==> config.mk <==
export PLATFORM = sky130hd
export DESIGN_NAME = phase_step_ctrl_mc_flat
export DESIGN_NICKNAME = d
export VERILOG_FILES = /design/src/rtl/phase_step_ctrl_mc_if.sv /design/src/rtl/phase_step_ctrl_mc.sv /design/src/flat_wrapper.sv
export SDC_FILE = /design/constraint.sdc
export NUM_CORES = 1
export LEC_CHECK = 0
export ABC_AREA = 0
export BUFFER_PORTS_ARGS = -buffer_cell sky130_fd_sc_hd__buf_2
export CAP_MARGIN = 20
export CORE_MARGIN = 5
export CORE_UTILIZATION = 56
export CTS_BUF_LIST = sky130_fd_sc_hd__clkbuf_8
export DETAILED_ROUTE_END_ITERATION = 6
export PLACE_DENSITY = 0.87
export SYNTH_ARGS = -nofsm -noshare
export SYNTH_HDL_FRONTEND = slang
export SYNTH_SLANG_ARGS = --single-unit
==> constraint.sdc <==
create_clock -name i_clk -period 4.85 [get_ports i_clk]
set_input_delay 0.7275 -clock i_clk [delete_from_list [all_inputs] [get_ports i_clk]]
set_output_delay 0.7275 -clock i_clk [all_outputs]
set_load 0.02 [all_outputs]
==> src/rtl/phase_step_ctrl_mc_if.sv <==
// Control/status bundle for phase_step_ctrl_mc.
// master: button/channel/step/clear/enable driver (board glue or bench).
// slave : the controller; returns per-channel magnitude, direction and pulses.
interface phase_step_ctrl_mc_if #(
  parameter int unsigned NUM_CH  = 4,
  parameter int unsigned STEP_W  = 8,
  parameter int unsigned PHASE_W = 16
);
  localparam int unsigned CH_W = (NUM_CH > 1) ? $clog2(NUM_CH) : 1;

  logic                        i_en;
  logic                        i_btn_up;
  logic                        i_btn_dn;
  logic [CH_W-1:0]             i_ch_sel;
  logic [STEP_W-1:0]           i_step;
  logic                        i_clr;
  logic [NUM_CH*PHASE_W-1:0]   o_phase_inc;
  logic [NUM_CH-1:0]           o_dir;
  logic                        o_upd;
  logic                        o_sat;

  modport master (
    output i_en, i_btn_up, i_btn_dn, i_ch_sel, i_step, i_clr,
    input  o_phase_inc, o_dir, o_upd, o_sat
  );

  modport slave (
    input  i_en, i_btn_up, i_btn_dn, i_ch_sel, i_step, i_clr,
    output o_phase_inc, o_dir, o_upd, o_sat
  );
endinterface

==> src/rtl/phase_step_ctrl_mc.sv <==
// Multi-channel phase-increment controller. One saturating signed accumulator
// per channel, adjusted from active-low up/down buttons with press-and-hold
// auto-repeat. Each channel is presented as |acc| plus a sign bit.
// Ports: i_clk, i_rst_n (async active-low), bus (slave modport):
//   i_en, i_btn_up, i_btn_dn, i_ch_sel, i_step, i_clr in;
//   o_phase_inc, o_dir, o_upd, o_sat out (all registered).
module phase_step_ctrl_mc #(
  parameter int unsigned NUM_CH        = 4,
  parameter int unsigned STEP_W        = 8,
  parameter int unsigned PHASE_W       = 16,
  parameter int unsigned HOLD_CYCLES   = 25_000_000,
  parameter int unsigned REPEAT_CYCLES = 5_000_000
) (
  input  logic                  i_clk,
  input  logic                  i_rst_n,
  phase_step_ctrl_mc_if.slave   bus
);
  localparam int unsigned CH_W    = (NUM_CH > 1) ? $clog2(NUM_CH) : 1;
  localparam int unsigned ACC_W   = PHASE_W + 1;
  localparam int unsigned SUM_W   = PHASE_W + 2;
  localparam int unsigned DLT_W   = STEP_W + 1;
  localparam int unsigned CNT_MAX = (HOLD_CYCLES > REPEAT_CYCLES) ? HOLD_CYCLES : REPEAT_CYCLES;
  localparam int unsigned CNT_W   = $clog2(CNT_MAX);
  localparam logic signed [SUM_W-1:0] POS_LIM = {2'b00, {PHASE_W{1'b1}}};
  localparam logic signed [SUM_W-1:0] NEG_LIM = -POS_LIM;

  typedef enum logic [1:0] {S_IDLE, S_HOLD, S_REPEAT, S_LOCK} state_t;

  state_t                     state_q, state_d;
  logic [CNT_W-1:0]           cnt_q, cnt_d;
  logic                       lat_up_q, lat_up_d;
  logic [CH_W-1:0]            lat_ch_q, lat_ch_d;
  logic [STEP_W-1:0]          lat_step_q, lat_step_d;
  logic [1:0]                 up_sync_q, dn_sync_q;
  logic signed [ACC_W-1:0]    acc_q [NUM_CH];
  logic [NUM_CH-1:0][PHASE_W-1:0] phase_q;
  logic [NUM_CH-1:0]          dir_q;
  logic                       wr_q, sat_pend_q, upd_q, sat_q;

  logic                       up_s, dn_s, held_c, go_c;
  logic signed [DLT_W-1:0]    step_ext_c, delta_c;
  logic signed [ACC_W-1:0]    acc_sel_c, clamp_c;
  logic signed [SUM_W-1:0]    sum_c;
  logic                       clamp_hit_c;
  logic [NUM_CH-1:0]          clr_hit_c, step_hit_c;
  logic [NUM_CH-1:0][PHASE_W-1:0] mag_c;

  // Two-flop synchronizers; reset to "released" so a held button after
  // reset release is seen as a fresh press.
  always_ff @(posedge i_clk or negedge i_rst_n) begin
    if (!i_rst_n) begin
      up_sync_q <= 2'b11;
      dn_sync_q <= 2'b11;
    end else begin
      up_sync_q <= {up_sync_q[0], bus.i_btn_up};
      dn_sync_q <= {dn_sync_q[0], bus.i_btn_dn};
    end
  end

  assign up_s   = ~up_sync_q[1];
  assign dn_s   = ~dn_sync_q[1];
  assign held_c = lat_up_q ? up_s : dn_s;

  // FSM state, shared hold/repeat counter and press-time latches.
  always_ff @(posedge i_clk or negedge i_rst_n) begin
    if (!i_rst_n) begin
      state_q    <= S_IDLE;
      cnt_q      <= '0;
      lat_up_q   <= 1'b0;
      lat_ch_q   <= '0;
      lat_step_q <= '0;
    end else begin
      state_q    <= state_d;
      cnt_q      <= cnt_d;
      lat_up_q   <= lat_up_d;
      lat_ch_q   <= lat_ch_d;
      lat_step_q <= lat_step_d;
    end
  end

  // Next state; in IDLE the latch inputs pass through so the first step uses
  // the values present at the press.
  always_comb begin
    state_d    = state_q;
    cnt_d      = cnt_q;
    lat_up_d   = lat_up_q;
    lat_ch_d   = lat_ch_q;
    lat_step_d = lat_step_q;
    go_c       = 1'b0;
    if (!bus.i_en) begin
      state_d = S_IDLE;
      cnt_d   = '0;
    end else begin
      case (state_q)
        S_IDLE: begin
          if (up_s && dn_s) begin
            state_d = S_LOCK;
          end else if (up_s || dn_s) begin
            go_c       = 1'b1;
            lat_up_d   = up_s;
            lat_ch_d   = bus.i_ch_sel;
            lat_step_d = bus.i_step;
            cnt_d      = '0;
            state_d    = S_HOLD;
          end
        end
        S_HOLD, S_REPEAT: begin
          if (!held_c) begin
            state_d = S_IDLE;
          end else if (up_s && dn_s) begin
            state_d = S_LOCK;
          end else if (cnt_q == ((state_q == S_HOLD) ? CNT_W'(HOLD_CYCLES - 1)
                                                     : CNT_W'(REPEAT_CYCLES - 1))) begin
            go_c    = 1'b1;
            cnt_d   = '0;
            state_d = S_REPEAT;
          end else begin
            cnt_d = cnt_q + CNT_W'(1);
          end
        end
        S_LOCK: begin
          if (!up_s && !dn_s) state_d = S_IDLE;
        end
        default: state_d = S_IDLE;
      endcase
    end
  end

  // Step arithmetic with symmetric clamp; delta is one bit wider than the
  // step so negating the most-negative step cannot overflow.
  always_comb begin
    acc_sel_c = '0;
    for (int k = 0; k < int'(NUM_CH); k++) begin
      if (lat_ch_d == CH_W'(k)) acc_sel_c = acc_q[k];
      clr_hit_c[k]  = bus.i_clr && (bus.i_ch_sel == CH_W'(k));
      step_hit_c[k] = go_c && (lat_ch_d == CH_W'(k));
      mag_c[k]      = acc_q[k][ACC_W-1] ? PHASE_W'(-acc_q[k]) : acc_q[k][PHASE_W-1:0];
    end
    step_ext_c  = {lat_step_d[STEP_W-1], lat_step_d};
    delta_c     = lat_up_d ? step_ext_c : -step_ext_c;
    sum_c       = SUM_W'(acc_sel_c) + SUM_W'(delta_c);
    clamp_hit_c = 1'b0;
    clamp_c     = sum_c[ACC_W-1:0];
    if (sum_c > POS_LIM) begin
      clamp_c     = POS_LIM[ACC_W-1:0];
      clamp_hit_c = 1'b1;
    end else if (sum_c < NEG_LIM) begin
      clamp_c     = NEG_LIM[ACC_W-1:0];
      clamp_hit_c = 1'b1;
    end
  end

  // Accumulators (clear beats a step to the same channel) and output stage.
  always_ff @(posedge i_clk or negedge i_rst_n) begin
    if (!i_rst_n) begin
      for (int k = 0; k < int'(NUM_CH); k++) acc_q[k] <= '0;
      phase_q    <= '0;
      dir_q      <= '0;
      wr_q       <= 1'b0;
      sat_pend_q <= 1'b0;
      upd_q      <= 1'b0;
      sat_q      <= 1'b0;
    end else begin
      for (int k = 0; k < int'(NUM_CH); k++) begin
        if (clr_hit_c[k])       acc_q[k] <= '0;
        else if (step_hit_c[k]) acc_q[k] <= clamp_c;
        dir_q[k] <= acc_q[k][ACC_W-1];
      end
      phase_q    <= mag_c;
      wr_q       <= (|clr_hit_c) || (|step_hit_c);
      sat_pend_q <= clamp_hit_c && (|(step_hit_c & ~clr_hit_c));
      upd_q      <= wr_q;
      sat_q      <= sat_pend_q;
    end
  end

  assign bus.o_phase_inc = phase_q;
  assign bus.o_dir       = dir_q;
  assign bus.o_upd       = upd_q;
  assign bus.o_sat       = sat_q;
endmodule

==> src/flat_wrapper.sv <==
// flat-port wrapper written by rule: the top's interface ports become plain ports
module phase_step_ctrl_mc_flat 
#(
  parameter int unsigned NUM_CH        = 4,
  parameter int unsigned STEP_W        = 8,
  parameter int unsigned PHASE_W       = 16,
  parameter int unsigned HOLD_CYCLES   = 25_000_000,
  parameter int unsigned REPEAT_CYCLES = 5_000_000
)
  (i_clk, i_rst_n, bus_i_en, bus_i_btn_up, bus_i_btn_dn, bus_i_ch_sel, bus_i_step, bus_i_clr, bus_o_phase_inc, bus_o_dir, bus_o_upd, bus_o_sat);
  phase_step_ctrl_mc_if #(.NUM_CH(NUM_CH), .STEP_W(STEP_W), .PHASE_W(PHASE_W)) bus_i ();
  input  logic i_clk;
  input  logic i_rst_n;
  input wire logic [$bits(bus_i.i_en)-1:0] bus_i_en;
  input wire logic [$bits(bus_i.i_btn_up)-1:0] bus_i_btn_up;
  input wire logic [$bits(bus_i.i_btn_dn)-1:0] bus_i_btn_dn;
  input wire logic [$bits(bus_i.i_ch_sel)-1:0] bus_i_ch_sel;
  input wire logic [$bits(bus_i.i_step)-1:0] bus_i_step;
  input wire logic [$bits(bus_i.i_clr)-1:0] bus_i_clr;
  output wire logic [$bits(bus_i.o_phase_inc)-1:0] bus_o_phase_inc;
  output wire logic [$bits(bus_i.o_dir)-1:0] bus_o_dir;
  output wire logic [$bits(bus_i.o_upd)-1:0] bus_o_upd;
  output wire logic [$bits(bus_i.o_sat)-1:0] bus_o_sat;
  assign bus_i.i_en = bus_i_en;
  assign bus_i.i_btn_up = bus_i_btn_up;
  assign bus_i.i_btn_dn = bus_i_btn_dn;
  assign bus_i.i_ch_sel = bus_i_ch_sel;
  assign bus_i.i_step = bus_i_step;
  assign bus_i.i_clr = bus_i_clr;
  assign bus_o_phase_inc = bus_i.o_phase_inc;
  assign bus_o_dir = bus_i.o_dir;
  assign bus_o_upd = bus_i.o_upd;
  assign bus_o_sat = bus_i.o_sat;
  phase_step_ctrl_mc #(.NUM_CH(NUM_CH), .STEP_W(STEP_W), .PHASE_W(PHASE_W), .HOLD_CYCLES(HOLD_CYCLES), .REPEAT_CYCLES(REPEAT_CYCLES)) u_core (.i_clk(i_clk), .i_rst_n(i_rst_n), .bus(bus_i));
endmodule
==> impl_metrics.env, run 1 <==
export IMPL_dp_cells=1283
export IMPL_fillers=1156
export IMPL_synth_top_family_by_area="simple AND/OR/NAND/NOR gates"
export IMPL_track_usage=0.269
export IMPL_drtAntennaViolNets=0
export IMPL_synth_xor_area_frac=0.0653
export IMPL_cts_sinks=182
export IMPL_seqCellArea_um2=4560
export IMPL_totalWireLength_um=28500
export IMPL_antenna_found_initial=2
export IMPL_rr_worst_depth=21
export IMPL_muxShareOfSynthArea=0.0545
export IMPL_ys_types=76
export IMPL_synthArstFlopShare=1.00
export IMPL_place_congestion=1.00
export IMPL_multi_input_area_um2=5310
export IMPL_io_buffers=85
export IMPL_crit_arrival_ps=5340
export IMPL_critPathTopFamily="compound AO/OA/AOI/OAI gates"
export IMPL_grt_pass1_wl_um=42600
export IMPL_yosys_area_top_type_share=0.462
export IMPL_synth_simple_gate_area_frac=0.173
export IMPL_synthCells=954
export IMPL_fin_nets=1143
export IMPL_start_kind="flip-flop"
export IMPL_avgSynthCellArea_um2=10.1
export IMPL_start_util=0.564
export IMPL_grt_pass1_vias=8220
export IMPL_die_area_um2=20000
export IMPL_post_route_cells_drive_above_1_share=0.278
export IMPL_fin_crit_sh=1.02
export IMPL_core_um2=17100
export IMPL_synth_seq_cells=182
export IMPL_worst_path_stages=21
export IMPL_cap_violations=0
export IMPL_synthFlopType="dfrtp_1"
export IMPL_violations="setup timing"
export IMPL_fin_setup_tns_ps=-87.3
export IMPL_synth_edf_count=0
export IMPL_finalClockSkew_ps=17.6
export IMPL_drtPass1Iterations=6
export IMPL_avgViaCountPerCell=6.53
export IMPL_cts_tree="built"
export IMPL_grt_max_degree=103
export IMPL_die_width_um=141
export IMPL_endpoint_kind="flip-flop"
export IMPL_cts_root_buf="clkbuf_8"
export IMPL_drc=0
export IMPL_routed_via_count=8707
export IMPL_crit_buf_inv=2
export IMPL_critPathRequiredTime_ps=5250
export IMPL_ios=86
export IMPL_fin_crit_ps=4940
export IMPL_outcome="complete, but fails checks"
export IMPL_hold_buffers=0
export IMPL_clkLatencyLatePin_ps=490
export IMPL_clk_pin_slew_ps=90
export IMPL_slew_viol_final=0
export IMPL_yosysWarnings=0
export IMPL_crit_slowest_cell="dfstp_2"
export IMPL_cp_slowest_stage_delay_ps=550
export IMPL_synth_net_count=1002
export IMPL_final_common_cell="dfrtp_1"
export IMPL_synth_top_area_cell="dfrtp_1"
export IMPL_die_y_um=141
export IMPL_most_common_layout_cells="dfrtp_1, nand2_1, buf_2, o21ai_0"
export IMPL_detail_route_wl_per_cell_um=21.4
export IMPL_dp_hpwl_um=18700
export IMPL_hold_viol=0
export IMPL_yosys_top_cells_area="dfrtp_1, xnor2_1, nand2_1"
export IMPL_pre_cts_slack_ps=-316
export IMPL_seq_area_frac_synth=0.472
export IMPL_fmax_ghz=0.203
export IMPL_drtIter0Drc=1308
export IMPL_min_path_type="in2async"
export IMPL_synth_compound_area_frac=0.160
export IMPL_path_max_fanout=7
export IMPL_tightest_slew_ps=938
export IMPL_numCtsBuffers=17
export IMPL_relSlewSlack=0.372
export IMPL_crit_chain="inv_2, ha_4, nor2b_4, nand2_4, nor2_4, mux2i_2, ha_2, nand3_4, nor3_4, a21oi_1, mux2_4, ha_4, and2_4, nand4_1, a21oi_2, o211ai_1, o31a_1, buf_4, o22ai_1, nand3_1, a21oi_1"
export IMPL_syn_to_final_growth_pct=20.8
export IMPL_cts_max_level=4
export IMPL_finalSetupViolations=1
export IMPL_clock_path_buffers=2
export IMPL_worst_slack_ps=-87.3
export IMPL_crit_type="reg2reg"
export IMPL_synth_fa_ha_area_frac=0.0464
export IMPL_syn_area_um2=9650
export IMPL_grt_overflow=0
export IMPL_num_rows=48
export IMPL_layout_cells_non_filler=1333
[state kept, by name (all words and copies together), names as in the netlist, 2 cells and up]
register                flops
u_core.cnt_q               25
u_core.acc_q               68
u_core.up_sync_q            2
u_core.bus.o_phase_inc     64
u_core.lat_ch_q             2
u_core.lat_step_q           8
u_core.state_q              2
u_core.bus.o_dir            4
u_core.dn_sync_q            2
[cell families (layout without fill, tap and decap cells)]
group           count (synthesis)  in the layout
xor+xnor                       72             72
other cells                     0              1
flops                         182            182
fa+ha+maj                      36             36
simple gates                  334            334
mux                            31             31
compound gates                237            237
buf+inv                        62            215
[metrics by stage]
| step | utilization | hold WS (ps) | instance area [µm²] |
|---|---|---|---|
| floorplan | - | 331 | 9690 |
| global placement | 0.623 | 337 | 10700 |
| detailed placement | 0.623 | 343 | 10700 |
| CTS | 0.651 | 302 | 11100 |
| global route | 0.681 | 323 | 11700 |
| finish | 0.681 | 286 | 11700 |
[what timing repair did]
action | 4_1_cts | 5_1_grt
setup endpoints to repair | 63 | 69
pin swaps | 3 | 36
resized for setup | 15 | 87
setup buffers | 6 | 9
gates cloned | 0 | 3
[area by class of cell]
class | instances | area share
flip-flops and latches | 182 | 0.391
clock inverters | 12 | 0.00987
well taps | 225 | 0.0241
clock buffers | 19 | 0.0224
inverters | 31 | 0.0102
diodes | 1 | 0.000215
multi-input cells | 710 | 0.455
repair buffers | 153 | 0.0869
[synthesized netlist by cell type (7+ instances only)]
cell type,n
dfrtp_1,178
nand2_1,121
o21ai_0,75
nor2_1,65
xnor2_1,58
a21oi_1,38
nand3_1,34
ha_1,31
inv_1,29
o31ai_1,29
clkbuf_1,20
a211oi_1,19
mux4_2,17
and3_1,16
nor3_1,14
xor2_1,14
or4_1,13
mux2i_1,12
o21ai_2,11
o41ai_1,11
or3_1,11
a21o_1,9
a31oi_1,8
and2_1,7
nand2b_1,7
nand4_1,7
o21ai_1,7
[final timing paths]
path	from	end	slack, ps
worst max-delay path	u_core.up_sync_q[1]$_DFF_PN1_	u_core.acc_q[29]$_DFFE_PN0P_	-90
worst min-delay path	i_rst_n	u_core.bus.o_phase_inc[44]$_DFF_PN0_	290
worst max register to register	u_core.up_sync_q[1]$_DFF_PN1_	u_core.acc_q[29]$_DFFE_PN0P_	-90
worst min register to register	u_core.up_sync_q[0]$_DFF_PN1_	u_core.up_sync_q[1]$_DFF_PN1_	360
max in group asynchronous	i_rst_n	u_core.acc_q[58]$_DFFE_PN0P_	3590
min in group i_clk	bus_i_btn_up	u_core.up_sync_q[0]$_DFF_PN1_	340
[routing by layer]
metal	track usage	up-vias	share of wire
li1	-	3747	-
met1	0.369	4203	0.38
met5	0	-	0.00025
met3	0.0576	143	0.11
met4	0.104	2	0.043
met2	0.422	612	0.47
Power of run 1 is not shown: default switching activity piles up to over one toggle a cycle in this logic, so the estimate is an artifact.
==> run 2, diff against run 1 <==
- BUFFER_PORTS_ARGS: -buffer_cell sky130_fd_sc_hd__buf_2 -> unset
- CORE_UTILIZATION: 56 -> 60
- DONT_BUFFER_PORTS: unset -> 1
==> run 2 against run 1 <==
The flow now finishes without violations. Fmax rose by 3.8%. Count of clock-buffer cells in the layout did not move. Non-clock buffer count fell by 94. Die area fell by 6.2%. Cell area fell by 4.6%. Sequential share of layout area rose by 1.9 points. Core utilization rose by 2.2 points. Clock skew fell by 1.8 ps. Register-to-register slack improved by 180 ps. Via count fell by 7.8%. Setup slack improved by 180 ps. Highest routed layer unchanged.
==> impl_metrics.env, run 2 (synthesized netlist as in run 1, its figures left out) <==
export IMPL_finalSetupViolations=0
export IMPL_numCtsBuffers=17
export IMPL_start_kind="flip-flop"
export IMPL_outcome="complete, no violations"
export IMPL_path_max_fanout=6
export IMPL_relSlewSlack=0.342
export IMPL_syn_to_final_growth_pct=15.3
export IMPL_worst_slack_ps=92.8
export IMPL_die_y_um=137
export IMPL_dp_hpwl_um=17800
export IMPL_drtIter0Drc=904
export IMPL_stdcell_area_um2=11100
export IMPL_tightest_slew_ps=978
export IMPL_avgViaCountPerCell=6.53
export IMPL_seqCellArea_um2=4560
export IMPL_io_buffers=0
export IMPL_multi_input_area_um2=5240
export IMPL_die_area_um2=18700
export IMPL_grt_pass1_vias=7390
export IMPL_grt_pass1_wl_um=39000
export IMPL_post_route_cells_drive_above_1_share=0.210
export IMPL_num_rows=46
export IMPL_ios=86
export IMPL_cts_sinks=182
export IMPL_largest_reg_flops=68
export IMPL_fin_crit_ps=4760
export IMPL_core_um2=15800
export IMPL_totalWireLength_um=26100
export IMPL_routed_via_count=8031
export IMPL_antenna_found_initial=1
export IMPL_endpoint_kind="flip-flop"
export IMPL_fin_crit_sh=0.981
export IMPL_fmax_ghz=0.210
export IMPL_finalClockSkew_ps=15.8
export IMPL_cts_root_buf="clkbuf_8"
export IMPL_dp_cells=1185
export IMPL_die_width_um=137
export IMPL_place_congestion=0.956
export IMPL_start_util=0.610
export IMPL_antenna_cells=0
export IMPL_drtPass1Iterations=5
export IMPL_clock_path_buffers=2
export IMPL_layout_cells_non_filler=1230
export IMPL_drtAntennaViolNets=0
export IMPL_grt_max_degree=179
export IMPL_hold_viol=0
export IMPL_crit_arrival_ps=5150
export IMPL_detail_route_wl_per_cell_um=21.2
export IMPL_min_path_type="in2async"
export IMPL_track_usage=0.272
export IMPL_critPathRequiredTime_ps=5240
export IMPL_fin_nets=1049
export IMPL_final_common_cell="dfrtp_1"
export IMPL_top_register="u_core.acc_q"
export IMPL_cts_tree="built"
export IMPL_final_util=0.703
export IMPL_clkLatencyLatePin_ps=480
export IMPL_slew_viol_final=0
export IMPL_crit_type="reg2reg"
export IMPL_fillers=1040
export IMPL_pre_cts_slack_ps=-218
export IMPL_grt_overflow=0
export IMPL_place_area_um2=10200
export IMPL_cts_max_level=4
export IMPL_cap_violations=0
export IMPL_drc=0
export IMPL_most_common_layout_cells="dfrtp_1, nand2_1, o21ai_0, nor2_1, xnor2_1"
export IMPL_clk_pin_slew_ps=100
[run 2: cell types whose count changed in the layout (fill, tap and decap cells not counted), moves of 3 or more]
cell,delta
buf_2,-84
buf_6,-5
a21oi_1,-4
a21oi_2,+4
nor4b_4,-4
buf_12,-3
buf_4,-3
inv_6,-3
inv_8,+3
o21ai_2,-3
[run 2: timing repair]
action	CTS	global route
endpoints found under the setup margin	47	69
pin swaps	3	29
hold endpoints to repair	178	0
setup buffers	0	11
resized for setup	15	66
hold buffers	1	0
gates cloned	0	1
[run 2: routing by layer]
metal | vias to the layer above | wire length [µm] | GRT usage
met4 | 2 | 610 | 0.0976
met3 | 76 | 3640 | 0.104
met2 | 522 | 11900 | 0.414
li1 | 3549 | - | -
met5 | - | 13 | 0
met1 | 3882 | 9930 | 0.357
[run 2: layout make-up]
cell class | count | share of cell area
clock inverters | 13 | 0.0164
multi-input cells | 710 | 0.471
inverters | 31 | 0.0106
clock buffers | 19 | 0.0235
well taps | 216 | 0.0243
flip-flops and latches | 182 | 0.410
repair buffers | 59 | 0.0445
[run 2: final timing paths]
check	startpoint	end	slack, ps	cells past startpoint
worst min-delay path	i_rst_n	u_core.dn_sync_q[1]$_DFF_PN1_	90	0
worst min register to register	u_core.sat_pend_q$_DFF_PN0_	u_core.bus.o_sat$_DFF_PN0_	350	0
worst max-delay path	u_core.dn_sync_q[1]$_DFF_PN1_	u_core.acc_q[28]$_DFFE_PN0P_	90	20
max in group asynchronous	i_rst_n	u_core.bus.o_phase_inc[48]$_DFF_PN0_	3910	1
worst max register to register	u_core.dn_sync_q[1]$_DFF_PN1_	u_core.acc_q[28]$_DFFE_PN0P_	90	20
min in group i_clk	bus_i_btn_dn	u_core.dn_sync_q[0]$_DFF_PN1_	240	0
[run 2: worst max-delay path: stages, from the launching register on]
cell and delay, ps:
dfstp_2 550, inv_2 50, ha_4 160, nor2b_4 130
nand2_4 80, nor2_4 200, mux2i_2 280, ha_2 240
nand3_2 100, nor3_4 190, a21oi_1 80, mux2_4 340
ha_4 320, and2_4 150, nand4_1 90, a21oi_2 160
o211ai_1 130, o31a_1 420, or2_4 310, maj3_2 390
a211oi_2 270
[run 2: stage by stage]
stage	setup TNS, ps	hold WS [ps]
after CTS	-14.1	68.1
after floorplan	0	331
after global placement	0	333
final	0	89.0
after detailed placement	-2960	335
after global routing	-874	67.1
Power of run 2 is left out for the same reason.
